File: src/rtl/mem_port_arbiter_pkg.sv
// Shared types and constants for the two-port memory arbiter.
package mem_arb_pkg;

  typedef enum logic [1:0] {
    IDLE   = 2'd0,
    ACCESS = 2'd1,
    RESP   = 2'd2
  } state_e;

  localparam int DATA_WIDTH_DEF = 32;
  localparam int WORD_BYTES     = DATA_WIDTH_DEF / 8;

  localparam logic PORT_IF = 1'b0;
  localparam logic PORT_LS = 1'b1;

endpackage

File: src/rtl/mem_port_arbiter_if.sv
// Request/response bundle for both arbiter ports; requesters use master.
interface mem_port_arbiter_if #(
  parameter int ADDR_WIDTH = 32,
  parameter int DATA_WIDTH = 32
) ();

  logic                  req0_valid;
  logic                  req0_ready;
  logic                  req0_we;
  logic [ADDR_WIDTH-1:0] req0_addr;
  logic [DATA_WIDTH-1:0] req0_wd;
  logic                  rsp0_valid;
  logic [DATA_WIDTH-1:0] rsp0_rd;
  logic                  rsp0_err;

  logic                  req1_valid;
  logic                  req1_ready;
  logic                  req1_we;
  logic [ADDR_WIDTH-1:0] req1_addr;
  logic [DATA_WIDTH-1:0] req1_wd;
  logic                  rsp1_valid;
  logic [DATA_WIDTH-1:0] rsp1_rd;
  logic                  rsp1_err;

  modport master (
    output req0_valid, req0_we, req0_addr, req0_wd,
    input  req0_ready, rsp0_valid, rsp0_rd, rsp0_err,
    output req1_valid, req1_we, req1_addr, req1_wd,
    input  req1_ready, rsp1_valid, rsp1_rd, rsp1_err
  );

  modport slave (
    input  req0_valid, req0_we, req0_addr, req0_wd,
    output req0_ready, rsp0_valid, rsp0_rd, rsp0_err,
    input  req1_valid, req1_we, req1_addr, req1_wd,
    output req1_ready, rsp1_valid, rsp1_rd, rsp1_err
  );

endinterface

File: src/rtl/mem_port_arbiter_rr_arbiter2.sv
// Two-way round-robin arbiter: on contention the port that did not win last time is granted.
module rr_arbiter2 (
  input  logic [1:0] valid,
  input  logic       last,
  output logic [1:0] grant
);

  // One-hot grant selection
  always_comb begin
    grant = 2'b00;
    case (valid)
      2'b01:   grant = 2'b01;
      2'b10:   grant = 2'b10;
      2'b11:   grant = last ? 2'b01 : 2'b10;
      default: grant = 2'b00;
    endcase
  end

endmodule

File: src/rtl/mem_port_arbiter.sv
// Shares one single-port data memory between instruction fetch (port 0) and
// the load/store unit (port 1), one access in flight, with alignment/range checks.
module mem_port_arbiter
  import mem_arb_pkg::*;
#(
  parameter int ADDR_WIDTH = 32,
  parameter int DATA_WIDTH = DATA_WIDTH_DEF,
  parameter int MEM_BYTES  = 200
) (
  input  logic                  clk,
  input  logic                  rst_n,
  mem_port_arbiter_if.slave     bus,
  output logic                  mem_we,
  output logic [ADDR_WIDTH-1:0] mem_addr,
  output logic [DATA_WIDTH-1:0] mem_wd,
  input  logic [DATA_WIDTH-1:0] mem_rd
);

  // Highest legal word address; comparing against it avoids the wrap of addr+bytes.
  localparam logic [ADDR_WIDTH-1:0] LAST_WORD_ADDR = ADDR_WIDTH'(MEM_BYTES - DATA_WIDTH / 8);

  state_e                state_r;
  state_e                state_nx_s;
  logic                  last_grant_r;
  logic                  port_r;
  logic                  we_r;
  logic [ADDR_WIDTH-1:0] addr_r;
  logic [DATA_WIDTH-1:0] wd_r;
  logic [DATA_WIDTH-1:0] rd0_r;
  logic [DATA_WIDTH-1:0] rd1_r;
  logic                  err0_r;
  logic                  err1_r;
  logic [1:0]            grant_s;
  logic                  accept_s;
  logic                  err_s;
  logic [DATA_WIDTH-1:0] rsp_data_s;

  rr_arbiter2 u_rr_arbiter2 (
    .valid ({bus.req1_valid, bus.req0_valid}),
    .last  (last_grant_r),
    .grant (grant_s)
  );

  assign accept_s   = (state_r == IDLE) && (grant_s != 2'b00);
  assign err_s      = (addr_r[1:0] != 2'b00) || (addr_r > LAST_WORD_ADDR);
  assign rsp_data_s = (we_r || err_s) ? {DATA_WIDTH{1'b0}} : mem_rd;

  assign mem_addr    = addr_r;
  assign mem_wd      = wd_r;
  assign bus.rsp0_rd  = rd0_r;
  assign bus.rsp0_err = err0_r;
  assign bus.rsp1_rd  = rd1_r;
  assign bus.rsp1_err = err1_r;

  // State register
  always_ff @(posedge clk or negedge rst_n) begin
    if (!rst_n) begin
      state_r <= IDLE;
    end else begin
      state_r <= state_nx_s;
    end
  end

  // Next-state logic
  always_comb begin
    state_nx_s = state_r;
    case (state_r)
      IDLE:    state_nx_s = accept_s ? ACCESS : IDLE;
      ACCESS:  state_nx_s = RESP;
      RESP:    state_nx_s = IDLE;
      default: state_nx_s = IDLE;
    endcase
  end

  // State-decoded handshake and memory strobes
  always_comb begin
    bus.req0_ready = 1'b0;
    bus.req1_ready = 1'b0;
    bus.rsp0_valid = 1'b0;
    bus.rsp1_valid = 1'b0;
    mem_we         = 1'b0;
    case (state_r)
      IDLE: begin
        bus.req0_ready = grant_s[0];
        bus.req1_ready = grant_s[1];
      end
      ACCESS:  mem_we = we_r && !err_s;
      RESP: begin
        bus.rsp0_valid = (port_r == PORT_IF);
        bus.rsp1_valid = (port_r == PORT_LS);
      end
      default: mem_we = 1'b0;
    endcase
  end

  // Request latch, arbitration history and per-port response registers
  always_ff @(posedge clk or negedge rst_n) begin
    if (!rst_n) begin
      last_grant_r <= PORT_LS;
      port_r       <= PORT_IF;
      we_r         <= 1'b0;
      addr_r       <= {ADDR_WIDTH{1'b0}};
      wd_r         <= {DATA_WIDTH{1'b0}};
      rd0_r        <= {DATA_WIDTH{1'b0}};
      rd1_r        <= {DATA_WIDTH{1'b0}};
      err0_r       <= 1'b0;
      err1_r       <= 1'b0;
    end else begin
      if (accept_s) begin
        port_r       <= grant_s[1];
        last_grant_r <= grant_s[1];
        we_r         <= grant_s[1] ? bus.req1_we   : bus.req0_we;
        addr_r       <= grant_s[1] ? bus.req1_addr : bus.req0_addr;
        wd_r         <= grant_s[1] ? bus.req1_wd   : bus.req0_wd;
      end
      // Response data is captured at the end of ACCESS while mem_rd is addressed by addr_r.
      if (state_r == ACCESS) begin
        if (port_r == PORT_IF) begin
          rd0_r  <= rsp_data_s;
          err0_r <= err_s;
        end else begin
          rd1_r  <= rsp_data_s;
          err1_r <= err_s;
        end
      end
    end
  end

endmodule

File: src/flat_wrapper.sv
// flat-port wrapper written by rule: the top's interface ports become plain ports
module mem_port_arbiter_flat import mem_arb_pkg::*;
#(
  parameter int ADDR_WIDTH = 32,
  parameter int DATA_WIDTH = DATA_WIDTH_DEF,
  parameter int MEM_BYTES  = 200
)
  (clk, rst_n, mem_we, mem_addr, mem_wd, mem_rd, bus_req0_valid, bus_req0_we, bus_req0_addr, bus_req0_wd, bus_req0_ready, bus_rsp0_valid, bus_rsp0_rd, bus_rsp0_err, bus_req1_valid, bus_req1_we, bus_req1_addr, bus_req1_wd, bus_req1_ready, bus_rsp1_valid, bus_rsp1_rd, bus_rsp1_err);
  mem_port_arbiter_if #(.ADDR_WIDTH(ADDR_WIDTH), .DATA_WIDTH(DATA_WIDTH)) bus_i ();
  input  logic clk;
  input  logic rst_n;
  output logic mem_we;
  output logic [ADDR_WIDTH-1:0] mem_addr;
  output logic [DATA_WIDTH-1:0] mem_wd;
  input  logic [DATA_WIDTH-1:0] mem_rd;
  input wire logic [$bits(bus_i.req0_valid)-1:0] bus_req0_valid;
  input wire logic [$bits(bus_i.req0_we)-1:0] bus_req0_we;
  input wire logic [$bits(bus_i.req0_addr)-1:0] bus_req0_addr;
  input wire logic [$bits(bus_i.req0_wd)-1:0] bus_req0_wd;
  output wire logic [$bits(bus_i.req0_ready)-1:0] bus_req0_ready;
  output wire logic [$bits(bus_i.rsp0_valid)-1:0] bus_rsp0_valid;
  output wire logic [$bits(bus_i.rsp0_rd)-1:0] bus_rsp0_rd;
  output wire logic [$bits(bus_i.rsp0_err)-1:0] bus_rsp0_err;
  input wire logic [$bits(bus_i.req1_valid)-1:0] bus_req1_valid;
  input wire logic [$bits(bus_i.req1_we)-1:0] bus_req1_we;
  input wire logic [$bits(bus_i.req1_addr)-1:0] bus_req1_addr;
  input wire logic [$bits(bus_i.req1_wd)-1:0] bus_req1_wd;
  output wire logic [$bits(bus_i.req1_ready)-1:0] bus_req1_ready;
  output wire logic [$bits(bus_i.rsp1_valid)-1:0] bus_rsp1_valid;
  output wire logic [$bits(bus_i.rsp1_rd)-1:0] bus_rsp1_rd;
  output wire logic [$bits(bus_i.rsp1_err)-1:0] bus_rsp1_err;
  assign bus_i.req0_valid = bus_req0_valid;
  assign bus_i.req0_we = bus_req0_we;
  assign bus_i.req0_addr = bus_req0_addr;
  assign bus_i.req0_wd = bus_req0_wd;
  assign bus_req0_ready = bus_i.req0_ready;
  assign bus_rsp0_valid = bus_i.rsp0_valid;
  assign bus_rsp0_rd = bus_i.rsp0_rd;
  assign bus_rsp0_err = bus_i.rsp0_err;
  assign bus_i.req1_valid = bus_req1_valid;
  assign bus_i.req1_we = bus_req1_we;
  assign bus_i.req1_addr = bus_req1_addr;
  assign bus_i.req1_wd = bus_req1_wd;
  assign bus_req1_ready = bus_i.req1_ready;
  assign bus_rsp1_valid = bus_i.rsp1_valid;
  assign bus_rsp1_rd = bus_i.rsp1_rd;
  assign bus_rsp1_err = bus_i.rsp1_err;
  mem_port_arbiter #(.ADDR_WIDTH(ADDR_WIDTH), .DATA_WIDTH(DATA_WIDTH), .MEM_BYTES(MEM_BYTES)) u_core (.clk(clk), .rst_n(rst_n), .bus(bus_i), .mem_we(mem_we), .mem_addr(mem_addr), .mem_wd(mem_wd), .mem_rd(mem_rd));
endmodule
File: config.mk
export PLATFORM = sky130hd
export DESIGN_NAME = mem_port_arbiter_flat
export DESIGN_NICKNAME = d
export VERILOG_FILES = /design/src/rtl/mem_port_arbiter_pkg.sv /design/src/rtl/mem_port_arbiter_if.sv /design/src/rtl/mem_port_arbiter_rr_arbiter2.sv /design/src/rtl/mem_port_arbiter.sv /design/src/flat_wrapper.sv
export SDC_FILE = /design/constraint.sdc
export NUM_CORES = 1
export LEC_CHECK = 0
export ABC_CLOCK_PERIOD_IN_PS = 1600
export CAP_MARGIN = 20
export CORE_MARGIN = 2
export CORE_UTILIZATION = 37
export DETAILED_ROUTE_END_ITERATION = 7
export PLACE_DENSITY = 0.81
export SLEW_MARGIN = 40
export SYNTH_ARGS = -nofsm -noshare
export SYNTH_HDL_FRONTEND = slang
export SYNTH_HIERARCHICAL = 1
export SYNTH_SLANG_ARGS = --single-unit
File: constraint.sdc
create_clock -name clk -period 1.6 [get_ports clk]
set_input_delay 0.32 -clock clk [delete_from_list [all_inputs] [get_ports clk]]
set_output_delay 0.32 -clock clk [all_outputs]
set_load 0.01 [all_outputs]
==> flow_metrics.env <==
export IMPL_netSwitchingFraction_pct=37.75
export IMPL_clkTransAtPathRegs_ns=0.06
export IMPL_via_count=6163
export IMPL_cts_inserted_buffers=17
export IMPL_core_sq_mm=0.01594
export IMPL_min_period_over_period_pct=132.0
export IMPL_dieWidth_microns=132.0
export IMPL_final_util_pct=78.56
export IMPL_clockBufferDepth=2
export IMPL_grt_pass1_wl_microns=32770
export IMPL_period_minus_slack_ns=2.112
export IMPL_grt_pass1_vias=5943
export IMPL_synthCells=569
export IMPL_reg2reg_to="u_core/bus.rsp1_rd[13]"
export IMPL_async_reset_ff_share_pct=100.0
export IMPL_cts_root_buf="clkbuf_16"
export IMPL_clkPwrFrac_pct=22.3
export IMPL_worstPathArrival_ns=2.42
export IMPL_drt_iter0_markers=299
export IMPL_violations="negative setup slack"
export IMPL_syn_area_sq_mm=0.006066
export IMPL_switchingPower_mw=7.212
export IMPL_clock_sinks=135
export IMPL_rsz0062_at_grt="yes"
export IMPL_viasPerCell=5.166
export IMPL_post_place_ws_ns=-0.5223
export IMPL_fmax_ghz=0.4735
export IMPL_layout_commonest_cell="clkdlybuf4s50_1"
export IMPL_start_util_pct=38.05
export IMPL_die_area_sq_mm=0.01743
export IMPL_avgRoutedWirePerCell_microns=21.41
export IMPL_ant_nets=0
export IMPL_die_y_microns=132.0
export IMPL_hp_class="in -> async"
export IMPL_crit_path_start_kind="flip-flop"
export IMPL_powerDensity_mw_per_mm2=1526
export IMPL_drtPass1Iterations=5
export IMPL_end_kind="flip-flop"
export IMPL_wl_microns=25540
export IMPL_ys_types=28
export IMPL_layout_nets=1130
export IMPL_p_seq_share_pct=26.6
export IMPL_setup_violations=135
export IMPL_gp_congestion=0.7610
export IMPL_synth_seq_cells=135
export IMPL_synth_enable_flop_cells=0
export IMPL_remaining_drc_errors=0
export IMPL_r2r_start="u_core/mem_addr[0]"
export IMPL_status="finished with violations"
export IMPL_critPathRequiredTime_ns=1.91
export IMPL_hold_viol=0
export IMPL_io_pins=301
export IMPL_worstMarginPinSlew_ns=0.4448
export IMPL_final_cell_mix="164 x clkdlybuf4s50_1, 134 x dfrtp_1, 122 x dlygate4sd2_1, 81 x nand2_1, 64 x o31ai_4"
export IMPL_ys_flop_type="dfrtp_1"
export IMPL_setup_ws_ns=-0.5121
export IMPL_antenna_found_initial=0
export IMPL_grt_overflow_total=0
export IMPL_slew_headroom_pct=70.35
export IMPL_grtUsageTotal_pct=24.16
export IMPL_dp_hpwl_microns=13610
export IMPL_diodes=0
export IMPL_crit_type="reg -> reg"
export IMPL_grt_max_degree=53
export IMPL_reg2reg_depth=9
export IMPL_p_int_mw=11.89
export IMPL_clk_latency_ns=0.41
export IMPL_drive_above_1_share_pct=37.77
export IMPL_syn_nets=735
export IMPL_syn_to_final_growth_pct=106.5
export IMPL_synth_warnings=6
export IMPL_crit_start="u_core/mem_addr[0]"
export IMPL_seq_area_frac_synth_pct=55.71
export IMPL_comb_power_share_pct=51.1
export IMPL_n_fill_cell=906
export IMPL_maxSlewViolCount=0
export IMPL_regToRegSetupSlack_ns=-0.51
export IMPL_cts_tree="built"
export IMPL_drv_cap=0
export IMPL_p_leak_nw=5.804
export IMPL_numPortBuffers=300
export IMPL_ir_drop_v=0.0008252
export IMPL_num_rows=46
export IMPL_syn_avg_cell_area_sq_um=10.66
export IMPL_clock_skew_ns=0.01225
export IMPL_cts_htree_levels=4
export IMPL_cp_max_fo=8
[routing by layer]
| metal | wire, microns | part of all wire, % | GRT usage (%) |
|---|---|---|---|
| met1 | 9552 | 37 | 28.65 |
| met2 | 13570 | 53 | 42.82 |
| met3 | 1681 | 6.6 | 6.305 |
| met4 | 742 | 2.9 | 7.548 |
| met5 | 0 | 0 | 0 |
[critical path: stages, from the launching register on]
cell      delay, ns
dfrtp_1        0.39
nor4_2         0.28
buf_4          0.15
and4_4         0.21
buf_4          0.13
nand4b_1       0.12
buf_6          0.20
buf_6          0.15
buf_16         0.16
o31ai_4        0.22
[layout make-up]
cell class | instances | area, sq um | share of cell area, %
Clock buffer | 18 | 439.2 | 3.506
Clock inverter | 14 | 196.4 | 1.568
Inverter | 36 | 135.1 | 1.079
Multi-Input combinational cell | 355 | 3724 | 29.73
Sequential cell | 135 | 3379 | 26.98
Tap cell | 216 | 270.3 | 2.158
Timing Repair Buffer | 419 | 4380 | 34.98
[worst max-delay path by stage]
stage,end,slack [ns],cells after the start
floorplan,bus_req1_ready,-0.004,6
global placement,mem_we,-0.53,6
detailed placement,mem_we,-0.52,6
CTS,mem_we,-0.49,6
global route,u_core/bus.rsp1_rd[13],-0.58,9
finish,u_core/bus.rsp1_rd[13],-0.51,9
[sequential cells by signal, summed over array words and instances, names as in the netlist, 2 cells and up]
name	cells
u_core/bus.rsp0_rd	32
u_core/bus.rsp1_rd	32
u_core/mem_addr	32
u_core/mem_wd	32
u_core/state_r	2
[power groups by stage]
| stage | combinational (mW) | sequential [mW] | clock [mW] |
|---|---|---|---|
| 3_5_place_dp | 6.48 | 4.97 | 0 |
| 6_report | 9.77 | 5.08 | 4.26 |
| 2_1_floorplan | 2.11 | 5.37 | 0 |
| 4_1_cts | 6.79 | 4.92 | 4.28 |
| 5_1_grt | 10.3 | 5.18 | 4.46 |
| 3_3_place_gp | 6.40 | 4.92 | 0 |
[stage by stage]
stage	TNS (ns)	hold WS (ns)	area, sq um	instances	total power, mW
after floorplan	-0.004464	0.02441	6068	569	7.481
after global placement	-41.95	0.2775	9762	1111	11.32
after detailed placement	-45.31	0.2747	9762	1111	11.45
after CTS	-20.22	0.4074	11030	1171	15.99
after global routing	-40.84	0.4418	12520	1193	19.93
final	-32.14	0.4176	12520	1193	19.11
[synthesized netlist by cell type (2+ instances only)]
| cell type | number | area share [%] |
|---|---|---|
| buf_1 | 2 | 0.12 |
| buf_2 | 17 | 1.4 |
| buf_6 | 4 | 0.74 |
| buf_8 | 3 | 0.74 |
| clkbuf_1 | 15 | 0.93 |
| clkbuf_2 | 2 | 0.17 |
| dfrtp_1 | 134 | 55 |
| inv_1 | 36 | 2.2 |
| mux2_2 | 2 | 0.37 |
| mux2i_1 | 65 | 11 |
| nand2_1 | 137 | 8.5 |
| nand3_1 | 2 | 0.17 |
| nor2_1 | 3 | 0.19 |
| nor4_1 | 6 | 0.62 |
| o21ai_0 | 66 | 5.4 |
| o31ai_1 | 34 | 4.2 |
| o31ai_2 | 30 | 6.2 |
[kinds of logic after synthesis]
logic type / after synthesis / share of synthesized area (%)
compound gates: 133 / 16.52
mux: 67 / 11.10
buf+inv: 79 / 6.332
simple gates: 155 / 10.33
flops: 135 / 55.71
[what timing repair did]
action / 4_1_cts / 5_1_grt
pin swaps: 13 / 99
endpoints found under the hold margin: 35 / 0
buffers inserted: 21 / 9
resized for setup: 238 / 304
hold buffers: 1 / 0
cloned: 7 / 18
endpoints found under the setup margin: 266 / 142
Power figures use the tool's default switching activity.
